## src/rtl/stopwatch_ctrl.sv

```systemverilog
// stopwatch_ctrl: 4-digit BCD stopwatch controller (0000-9999).
//   Debounces two raw active-low pushbuttons. Runs an IDLE/RUN/PAUSE/LAP
//   state machine. Divides clk down to the count tick and drives either the
//   live BCD count or a frozen lap value.
// Ports:
//   clk          system clock
//   reset        synchronous, active-low
//   key_start_n  raw start/stop key (active-low, async, bouncy)
//   key_lap_n    raw lap/clear key (active-low, async, bouncy)
//   digits       {d3,d2,d1,d0} BCD; live count or lap value
//   count_en     one-cycle pulse per count increment
//   running      high in RUN and LAP
//   lap_hold     high while digits shows the lap value
//   overflow     sticky 9999->0000 wrap flag, cleared on IDLE entry

// Per-key synchronizer + debouncer + press (falling-edge) detector.
module stopwatch_key_deb #(
  parameter int DEB_CYCLES = 1000000
) (
  input  logic clk,
  input  logic reset,
  input  logic i_key_n,
  output logic o_press
);
  localparam int CW = $clog2(DEB_CYCLES + 1);
  localparam logic [CW-1:0] CNT_TOP = CW'(DEB_CYCLES - 1);

  logic          r_s1, r_s2, r_deb, r_deb_d, r_press;
  logic [CW-1:0] r_cnt;

  always_ff @(posedge clk) begin
    if (!reset) begin
      r_s1    <= 1'b1;
      r_s2    <= 1'b1;
      r_deb   <= 1'b1;
      r_deb_d <= 1'b1;
      r_press <= 1'b0;
      r_cnt   <= '0;
    end else begin
      r_s1    <= i_key_n;
      r_s2    <= r_s1;
      r_deb_d <= r_deb;
      // registered edge detect: one stage after the debounced level falls
      r_press <= r_deb_d & ~r_deb;
      if (r_s2 == r_deb) begin
        r_cnt <= '0;                   // any agreement restarts the run
      end else if (r_cnt == CNT_TOP) begin
        r_deb <= r_s2;
        r_cnt <= '0;
      end else begin
        r_cnt <= r_cnt + 1'b1;
      end
    end
  end

  assign o_press = r_press;
endmodule

module stopwatch_ctrl #(
  parameter int TICK_DIV   = 500000,
  parameter int DEB_CYCLES = 1000000
) (
  input  logic        clk,
  input  logic        reset,
  input  logic        key_start_n,
  input  logic        key_lap_n,
  output logic [15:0] digits,
  output logic        count_en,
  output logic        running,
  output logic        lap_hold,
  output logic        overflow
);
  localparam int PW = $clog2(TICK_DIV + 1);
  localparam logic [PW-1:0] PRE_TOP = PW'(TICK_DIV - 1);

  typedef enum logic [1:0] {S_IDLE, S_RUN, S_PAUSE, S_LAP} state_t;

  logic [1:0] w_keys_n, w_press;
  assign w_keys_n = {key_lap_n, key_start_n};

  genvar g;
  generate
    for (g = 0; g < 2; g++) begin : g_key
      stopwatch_key_deb #(.DEB_CYCLES(DEB_CYCLES)) u_deb (
        .clk     (clk),
        .reset   (reset),
        .i_key_n (w_keys_n[g]),
        .o_press (w_press[g])
      );
    end
  endgenerate

  state_t             r_state, w_state_nxt;
  logic [PW-1:0]      r_presc, w_presc_nxt;
  logic [3:0][3:0]    r_count, r_lap, w_cnt_inc, w_count_nxt, w_lap_nxt;
  logic [15:0]        r_digits;
  logic               r_count_en, r_running, r_lap_hold, r_ovf;
  logic               w_start, w_lap, w_capture, w_clear;
  logic               w_active, w_tick, w_carry, w_wrap, w_ovf_nxt, w_hold_nxt;

  // Next-state logic; start wins over lap when both arrive together.
  always_comb begin
    w_start     = w_press[0];
    w_lap       = w_press[1];
    w_state_nxt = r_state;
    w_capture   = 1'b0;
    w_clear     = 1'b0;
    unique case (r_state)
      S_IDLE:  if (w_start) w_state_nxt = S_RUN;
      S_RUN:   if (w_start) w_state_nxt = S_PAUSE;
               else if (w_lap) begin w_state_nxt = S_LAP; w_capture = 1'b1; end
      S_LAP:   if (w_start) w_state_nxt = S_PAUSE;
               else if (w_lap) w_state_nxt = S_RUN;
      S_PAUSE: if (w_start) w_state_nxt = S_RUN;
               else if (w_lap) begin w_state_nxt = S_IDLE; w_clear = 1'b1; end
      default: w_state_nxt = S_IDLE;
    endcase
  end

  // Tick uses the current state, so the last RUN cycle before PAUSE still counts.
  always_comb begin
    w_active = (r_state == S_RUN) || (r_state == S_LAP);
    w_tick   = w_active && (r_presc == PRE_TOP);
    if (w_clear || r_state == S_IDLE) w_presc_nxt = '0;
    else if (w_active)                w_presc_nxt = w_tick ? '0 : r_presc + 1'b1;
    else                              w_presc_nxt = r_presc;   // PAUSE: exact resume
  end

  // Cascaded BCD increment; carry out of d3 is the 9999->0000 wrap.
  always_comb begin
    w_cnt_inc = r_count;
    w_carry   = w_tick;
    for (int i = 0; i < 4; i++) begin
      if (w_carry) begin
        if (r_count[i] == 4'd9) begin
          w_cnt_inc[i] = 4'd0;
        end else begin
          w_cnt_inc[i] = r_count[i] + 4'd1;
          w_carry      = 1'b0;
        end
      end
    end
    w_wrap      = w_carry;
    w_count_nxt = w_clear ? '0 : w_cnt_inc;
    w_lap_nxt   = w_capture ? r_count : r_lap;   // pre-increment value
    w_ovf_nxt   = !w_clear && (r_ovf || w_wrap);
    w_hold_nxt  = (w_state_nxt == S_LAP);
  end

  always_ff @(posedge clk) begin
    if (!reset) begin
      r_state    <= S_IDLE;
      r_presc    <= '0;
      r_count    <= '0;
      r_lap      <= '0;
      r_digits   <= '0;
      r_count_en <= 1'b0;
      r_running  <= 1'b0;
      r_lap_hold <= 1'b0;
      r_ovf      <= 1'b0;
    end else begin
      r_state    <= w_state_nxt;
      r_presc    <= w_presc_nxt;
      r_count    <= w_count_nxt;
      r_lap      <= w_lap_nxt;
      r_digits   <= w_hold_nxt ? w_lap_nxt : w_count_nxt;
      r_count_en <= w_tick;
      r_running  <= (w_state_nxt == S_RUN) || (w_state_nxt == S_LAP);
      r_lap_hold <= w_hold_nxt;
      r_ovf      <= w_ovf_nxt;
    end
  end

  assign digits   = r_digits;
  assign count_en = r_count_en;
  assign running  = r_running;
  assign lap_hold = r_lap_hold;
  assign overflow = r_ovf;
endmodule

```

## config.mk

```make
export PLATFORM = sky130hd
export DESIGN_NAME = stopwatch_ctrl
export DESIGN_NICKNAME = d
export VERILOG_FILES = /design/src/rtl/stopwatch_ctrl.sv
export SDC_FILE = /design/constraint.sdc
export NUM_CORES = 1
export LEC_CHECK = 0
export CAP_MARGIN = 5
export CORE_ASPECT_RATIO = 1.4
export CORE_UTILIZATION = 50
export CTS_CLUSTER_DIAMETER = 200
export DETAILED_ROUTE_END_ITERATION = 7
export DONT_BUFFER_PORTS = 1
export PLACE_DENSITY = 0.76
export RECOVER_POWER = 50
export SETUP_SLACK_MARGIN = 0.5
export SLEW_MARGIN = 20
export SYNTH_ARGS = -nofsm -noshare
export SYNTH_HDL_FRONTEND = slang
export SYNTH_SLANG_ARGS = --single-unit
```

## constraint.sdc

```tcl
create_clock -name clk -period 1.85 [get_ports clk]
set_input_delay 0.37 -clock clk [delete_from_list [all_inputs] [get_ports clk]]
set_output_delay 0.37 -clock clk [all_outputs]
set_load 0.05 [all_outputs]
```

==> results of run 1 <==
[layout make-up]
type / count / area (sq um)
flip-flops and latches: 123 / 2550
clock inverters: 13 / 220
inverters: 17 / 65.1
well taps: 135 / 169
repair buffers: 114 / 1090
multi-input cells: 424 / 3730
clock buffers: 19 / 453
fillers: 427 / 1780
[cell usage after synthesis (7+ instances only)]
library cell,number
nor4_1,7
inv_1,16
a21oi_1,16
mux2i_1,22
nand3_1,34
and3_1,11
xor2_1,30
nand2_1,43
o31ai_1,7
nor2_1,97
nand4_1,15
dfxtp_1,123
and2_1,7
clkbuf_1,16
xnor2_1,31
nor3_1,17
nand2b_1,11
[worst reg2reg max path: stages, from the launching register on]
cell	delay, ns
dfxtp_2	0.36
ha_4	0.15
and4_4	0.23
nand4_1	0.19
or2_4	0.33
or4_4	0.43
a32oi_2	0.28
[routing by layer]
metal  global-route usage [%]  vias up  wire length, um
li1                         -     2252                -
met1                     29.1     2513             6600
met2                     52.1      334             9870
met3                     6.94      122             1400
met4                     16.8        0             1210
met5                        0        -                0
[path summary, 6_finish.rpt]
path,end,cells after the start
worst max-delay path,digits[9]$_SDFF_PN0_,6
worst min-delay path,g_key[0].u_deb.r_s2$_SDFF_PN1_,1
worst max register to register,digits[9]$_SDFF_PN0_,6
worst min register to register,g_key[1].u_deb.o_press$_SDFF_PN0_,2
[per-stage QoR]
step | hold WS (ns) | instance area [sq um] | instances | utilization [%]
after floorplan | 0.386 | 5460 | 582 | -
after global placement | 0.398 | 5890 | 747 | 58.6
after detailed placement | 0.399 | 5890 | 747 | 58.6
after CTS | 0.0175 | 7460 | 817 | 74.1
after global routing | 0.0263 | 8280 | 845 | 82.3
final | 0.0351 | 8280 | 845 | 82.3
[registers in the layout, summed over array words and instances (netlist names), 16 cells and up]
| signal | count |
|---|---|
| r_lap | 16 |
| g_key.u_deb.r_cnt | 40 |
| r_count | 16 |
| r_presc | 19 |
| digits | 16 |
[kinds of logic (layout without fill, tap and decap cells)]
logic type | count (synthesis) | in the layout
AND/OR/NAND/NOR | 291 | 291
AO/OA/AOI/OAI | 44 | 46
buffers and inverters | 37 | 163
flip-flops | 123 | 123
multiplexers | 23 | 23
XOR/XNOR | 61 | 61
adder cells (fa/ha/maj) | 3 | 3
[power groups by stage]
stage          registers, mW  clock network (mW)  logic [mW]
3_5_place_dp            2.72                   0      0.0523
5_1_grt                 2.64                3.96      0.0973
6_report                2.65                3.83      0.0951
3_3_place_gp            2.72                   0      0.0523
4_1_cts                 2.65                3.78      0.0708
2_1_floorplan           2.72                   0      0.0392
[what timing repair did]
item                                    CTS  global route
pin swaps                                71            62
endpoints found under the setup margin  131           113
resized for setup                       154           141
gates cloned                              7             0
buffers inserted                         31            28
==> results by group, run 1 <==
Global routing
  • Vias in the first global route: 4,948
  • First-pass GRT wire length: 23,500 um
  • Global Route Usage Sum: 28.6%
  • Grt ovf: 0
  • Initial antenna violation count: 0
  • Largest net degree at the start of global routing: 21

CTS
  • Max H-tree Level: 4
  • # hold bufs at CTS: 0
  • Clock Tree Root: clkbuf_16
  • Clk buf depth: 2
  • Clock latency on the worst-skew pair: 0.43 ns
  • TritonCTS clock tree: done
  • Total CTS buffers: 17
  • CTS sink cnt: 123
  • Clock slew at reported path FFs: 0.06 ns

Worst setup path
  • Req. time, crit path: 2.18 ns
  • Bufs and invs on worst path: 0
  • Max incr delay on CP: 0.43 ns
  • Critical path fanouts, max: 4
  • CP Launch Type: flip-flop
  • Kind of cell adding the most delay to the critical path: simple AND/OR/NAND/NOR gates
  • Crit. End Element: flip-flop
  • Crit path launch: r_presc[1]$_SDFFE_PP0P_
  • WS Path Type: flip-flop to flip-flop
  • Worst reg-to-reg setup slack: -0.21 ns
  • CP max-delay cell: or4_4
  • Worst r2r src: r_presc[1]$_SDFFE_PP0P_
  • Worst Path Arrival: 2.39 ns
  • Crit-path cells: ha_4 > and4_4 > nand4_1 > or2_4 > or4_4 > a32oi_2

Pwr
  • PD cells: 794 mW/mm^2
  • Sequential power share: 40.2%
  • Switching Share: 20.1%
  • Pint: 5.25 mW
  • Switching Power: 1.32 mW
  • Total chip power: 6.57 mW
  • Leak: 3.01 nW
  • VDD IR max: 0.668 mV
  • Combinational Power Share: 1.4%
  • Clock network power share: 58.3%

Synth
  • Post-synthesis xor/xnor area fraction: 10.2%
  • Post-synth ARST share: 0%
  • Most used DFF post-synth: dfxtp_1
  • Complex-gate fraction of the synthesized area: 5.84%
  • Post-synth top area share: 46.9%
  • FF+latch count, synth: 123
  • Netlist Area Pre-Place: 0.00525 sq mm
  • Cells after Synth: 582
  • Sequential-to-total area share from yosys stat: 46.9%
  • Yosys cell types: 54
  • Area leader, netlist: dfxtp_1
  • Synth Area in Adders: 0.715%
  • Average cell area after synthesis: 9.02 sq um
  • Largest family of logic cells by synthesized area: simple AND/OR/NAND/NOR gates
  • Warnings, synthesis: 0
  • Largest cells by area after synthesis: dfxtp_1 47%, nor2_1 6.9%, xnor2_1 5.2%
  • Area share of and/or/nand/nor cells after synthesis: 29.2%
  • Post-synthesis mux area share: 4.41%
  • Post-synth net total: 589
  • Post-synth EDFFs: 0

Floorplan
  • Die Ht: 123 um
  • # rows: 43
  • Width of the die: 88.6 um
  • Die area: 0.0109 sq mm
  • I/O Pins: 24
  • Core region area: 0.0101 sq mm
  • Initial core utilization: 52.2%

STA
  • Setup violation total in the final timing report: 23
  • Min cycle time layout: 2.06 ns
  • Fin Clk Skew: 0.00867 ns
  • Slew @ Worst Pin: 0.512 ns
  • Max-slew violations: 0
  • Max Freq: 485 MHz
  • Setup ws final: -0.212 ns
  • Unrepaired setup endpoints after global routing: yes
  • Post-route setup TNS: -1.82 ns
  • Final hold violation count: 0
  • Final Cycle Share: 111%
  • Max-slew headroom: 65.8%

Place
  • Dpl ws: -0.0816 ns
  • Port bufs: 0
  • HPWL Detailed: 7610 um
  • GPL Wtd Cong: 0.860

Hold path
  • Hold path startpoint: reset
  • Hold Crit Class: input port to flip-flop

Routing
  • Drt wl/cell: 22.6 um
  • Via count: 5,221
  • ANT nets after route: 0
  • DRT iter0 DRCs: 533
  • Post-route DRC: 0
  • DR pass1 iterations: 6
  • Routed wire length: 19,100 um
  • Vias per std cell: 6.18

Status
  • Failing checks: setup timing
  • Status: complete, but fails checks

Cells and area
  • Commonest non-fill, non-tap cell in the layout: dfxtp_1
  • Area grow syn2layout: 57.8%
  • Nets: 704
  • Share of cells above drive strength 1: 49.4%
  • Antenna cells: 0
  • Most frequent cells in the layout: 70 x dfxtp_1, 68 x buf_4, 59 x nor2_1, 43 x dfxtp_2, 39 x nand2_1

Job
  • Max Cap Viol: 0
(Power assumes the default switching activity.)
==> run 2, diff against run 1 <==
==> constraint.sdc (replaced) <==
create_clock -name clk -period 1.85 [get_ports clk]
set_input_delay 0.2775 -clock clk [delete_from_list [all_inputs] [get_ports clk]]
set_output_delay 0.2775 -clock clk [all_outputs]
set_load 0.05 [all_outputs]
==> run 2 against run 1 <==
Sequential share of layout area grew 0.77 points. Maximum frequency grew 3.2%. Design area shrank 3.0%. Sequential power is essentially flat. Via count shrank 4.2%. Total power shrank 7.9%. Clock power shrank 13%. Global-route usage shrank 2.6 points. Combinational power shrank 2.9%. The run still ends with setup timing left. Clock skew is essentially flat. Core utilization shrank 2.5 points. Sequential cell count is the same.
==> results by group, run 2 (synthesis results as in run 1) <==
Floorplan
  • Width of the die: 88.6 um
  • # rows: 43
  • Die area: 0.0109 sq mm
  • Initial core utilization: 52.2%
  • I/O Pins: 24
  • Core region area: 0.0101 sq mm
  • Die Ht: 123 um

CTS
  • Clk buf depth: 2
  • TritonCTS clock tree: done
  • Clock latency on the worst-skew pair: 0.41 ns
  • CTS sink cnt: 123
  • Total CTS buffers: 17
  • Max H-tree Level: 4
  • Clock slew at reported path FFs: 0.05 ns
  • Clock Tree Root: clkbuf_16

STA
  • Slew @ Worst Pin: 0.502 ns
  • Max-slew headroom: 66.5%
  • Fin Clk Skew: 0.00880 ns
  • Setup ws final: -0.148 ns
  • Unrepaired setup endpoints after global routing: yes
  • Final Cycle Share: 108%
  • Max-slew violations: 0
  • Min cycle time layout: 2.00 ns
  • Hold slack final: 0.176 ns
  • Setup violation total in the final timing report: 35
  • Max Freq: 501 MHz
  • Final hold violation count: 0

Cells and area
  • Share of cells above drive strength 1: 44.5%
  • Top Registers: g_key.u_deb.r_cnt (40), r_presc (19)
  • Reg with most FFs: g_key.u_deb.r_cnt
  • Max FFs per register: 40
  • Nets: 698
  • Antenna cells: 0
  • Area grow syn2layout: 53.0%
  • Commonest non-fill, non-tap cell in the layout: dfxtp_1
  • Most frequent cells in the layout: 88 x dfxtp_1, 73 x buf_4, 49 x nor2_1, 40 x nand2_1, 34 x nor2_4

Worst setup path
  • Critical path fanouts, max: 5
  • Crit-path cells: nor4b_4 > buf_4 > nand4_4 > buf_6 > or2_4 > o211ai_4 > clkbuf_16 > nor2_4
  • Bufs and invs on worst path: 3
  • WS Path Type: flip-flop to flip-flop
  • Req. time, crit path: 2.14 ns
  • Worst Path Arrival: 2.29 ns
  • CP max-delay cell: dfxtp_2
  • CP Launch Type: flip-flop
  • Worst r2r src: r_presc[11]$_SDFFE_PP0P_
  • Crit path launch: r_presc[11]$_SDFFE_PP0P_
  • Max incr delay on CP: 0.33 ns
  • Kind of cell adding the most delay to the critical path: simple AND/OR/NAND/NOR gates
  • Crit. End Element: flip-flop

Routing
  • DRT iter0 DRCs: 302
  • DR pass1 iterations: 5
  • ANT nets after route: 0
  • Drt wl/cell: 20.3 um
  • Vias per std cell: 5.97
  • Via count: 5,004
  • Routed wire length: 17,000 um
  • Post-route DRC: 0

Place
  • Dpl ws: -0.0667 ns
  • GPL Wtd Cong: 0.867
  • Port bufs: 0
  • HPWL Detailed: 7630 um

Hold path
  • Hold Crit Class: input port to flip-flop
  • Hold path startpoint: reset

Job
  • Max Cap Viol: 0

Global routing
  • Largest net degree at the start of global routing: 20
  • Initial antenna violation count: 0
  • Global Route Usage Sum: 26.0%
  • First-pass GRT wire length: 21,600 um
  • Grt ovf: 0
  • Vias in the first global route: 4,692

Pwr
  • Leak: 2.91 nW
  • VDD IR max: 0.592 mV
  • PD cells: 754 mW/mm^2

Status
  • Failing checks: setup timing
  • Status: complete, but fails checks
-- run 2: what timing repair did --
action / 4_1_cts / 5_1_grt
setup endpoints to repair: 112 / 113
pin swaps: 61 / 51
hold endpoints to repair: 8 / 0
hold buffers: 3 / 0
gates resized for setup: 107 / 144
gates cloned: 5 / 1
buffers inserted: 34 / 20
-- run 2: worst paths after layout --
path	endpoint	slack (ns)	cells past startpoint
setup / recovery	r_presc[11]$_SDFFE_PP0P_	-0.15	8
hold / removal	g_key[1].u_deb.r_cnt[3]$_SDFF_PP0_	0.18	3
setup reg to reg	r_presc[11]$_SDFFE_PP0P_	-0.15	8
hold reg to reg	g_key[1].u_deb.o_press$_SDFF_PN0_	0.42	2
-- run 2: cell type report --
| type | instances | area, sq um |
|---|---|---|
| inverter | 17 | 65.1 |
| clock inverter | 6 | 85.1 |
| sequential | 123 | 2540 |
| fill | 534 | 2030 |
| timing repair buffer | 110 | 1060 |
| tap | 135 | 169 |
| multi-input combinational | 422 | 3610 |
| clock buffer | 25 | 505 |
-- run 2: worst min-delay path, cell delays in order --
cell and delay (ns):
nand3_4 0.09, buf_8 0.15, nor2_4 0.03
-- run 2: report_power, final --
group,leakage [nW],switching [mW],internal (mW)
Clock,0.285,1.17,2.15
Combinational,1.61,0.0603,0.0320
Sequential,1.01,0.00428,2.64
Total,2.91,1.23,4.82
-- run 2: metal layers --
metal / global-route usage (%) / vias up / share of wire, %
met5: 0 / - / 0
met4: 11.0 / 0 / 4.2
met3: 5.54 / 71 / 5.6
met2: 48.2 / 235 / 53
met1: 28.0 / 2451 / 37
li1: - / 2247 / -
-- run 2: per-stage QoR --
stage	utilization [%]	cells	TNS (ns)	cell area (sq um)	power, mW
3_3_place_gp	58.3	744	0	5870	2.77
3_5_place_dp	58.3	744	-0.147	5870	2.77
6_report	79.8	838	-2.71	8030	6.05
2_1_floorplan	-	582	-0.0465	5460	2.75
5_1_grt	79.8	838	-5.00	8030	6.19
4_1_cts	71.4	817	0	7180	6.02
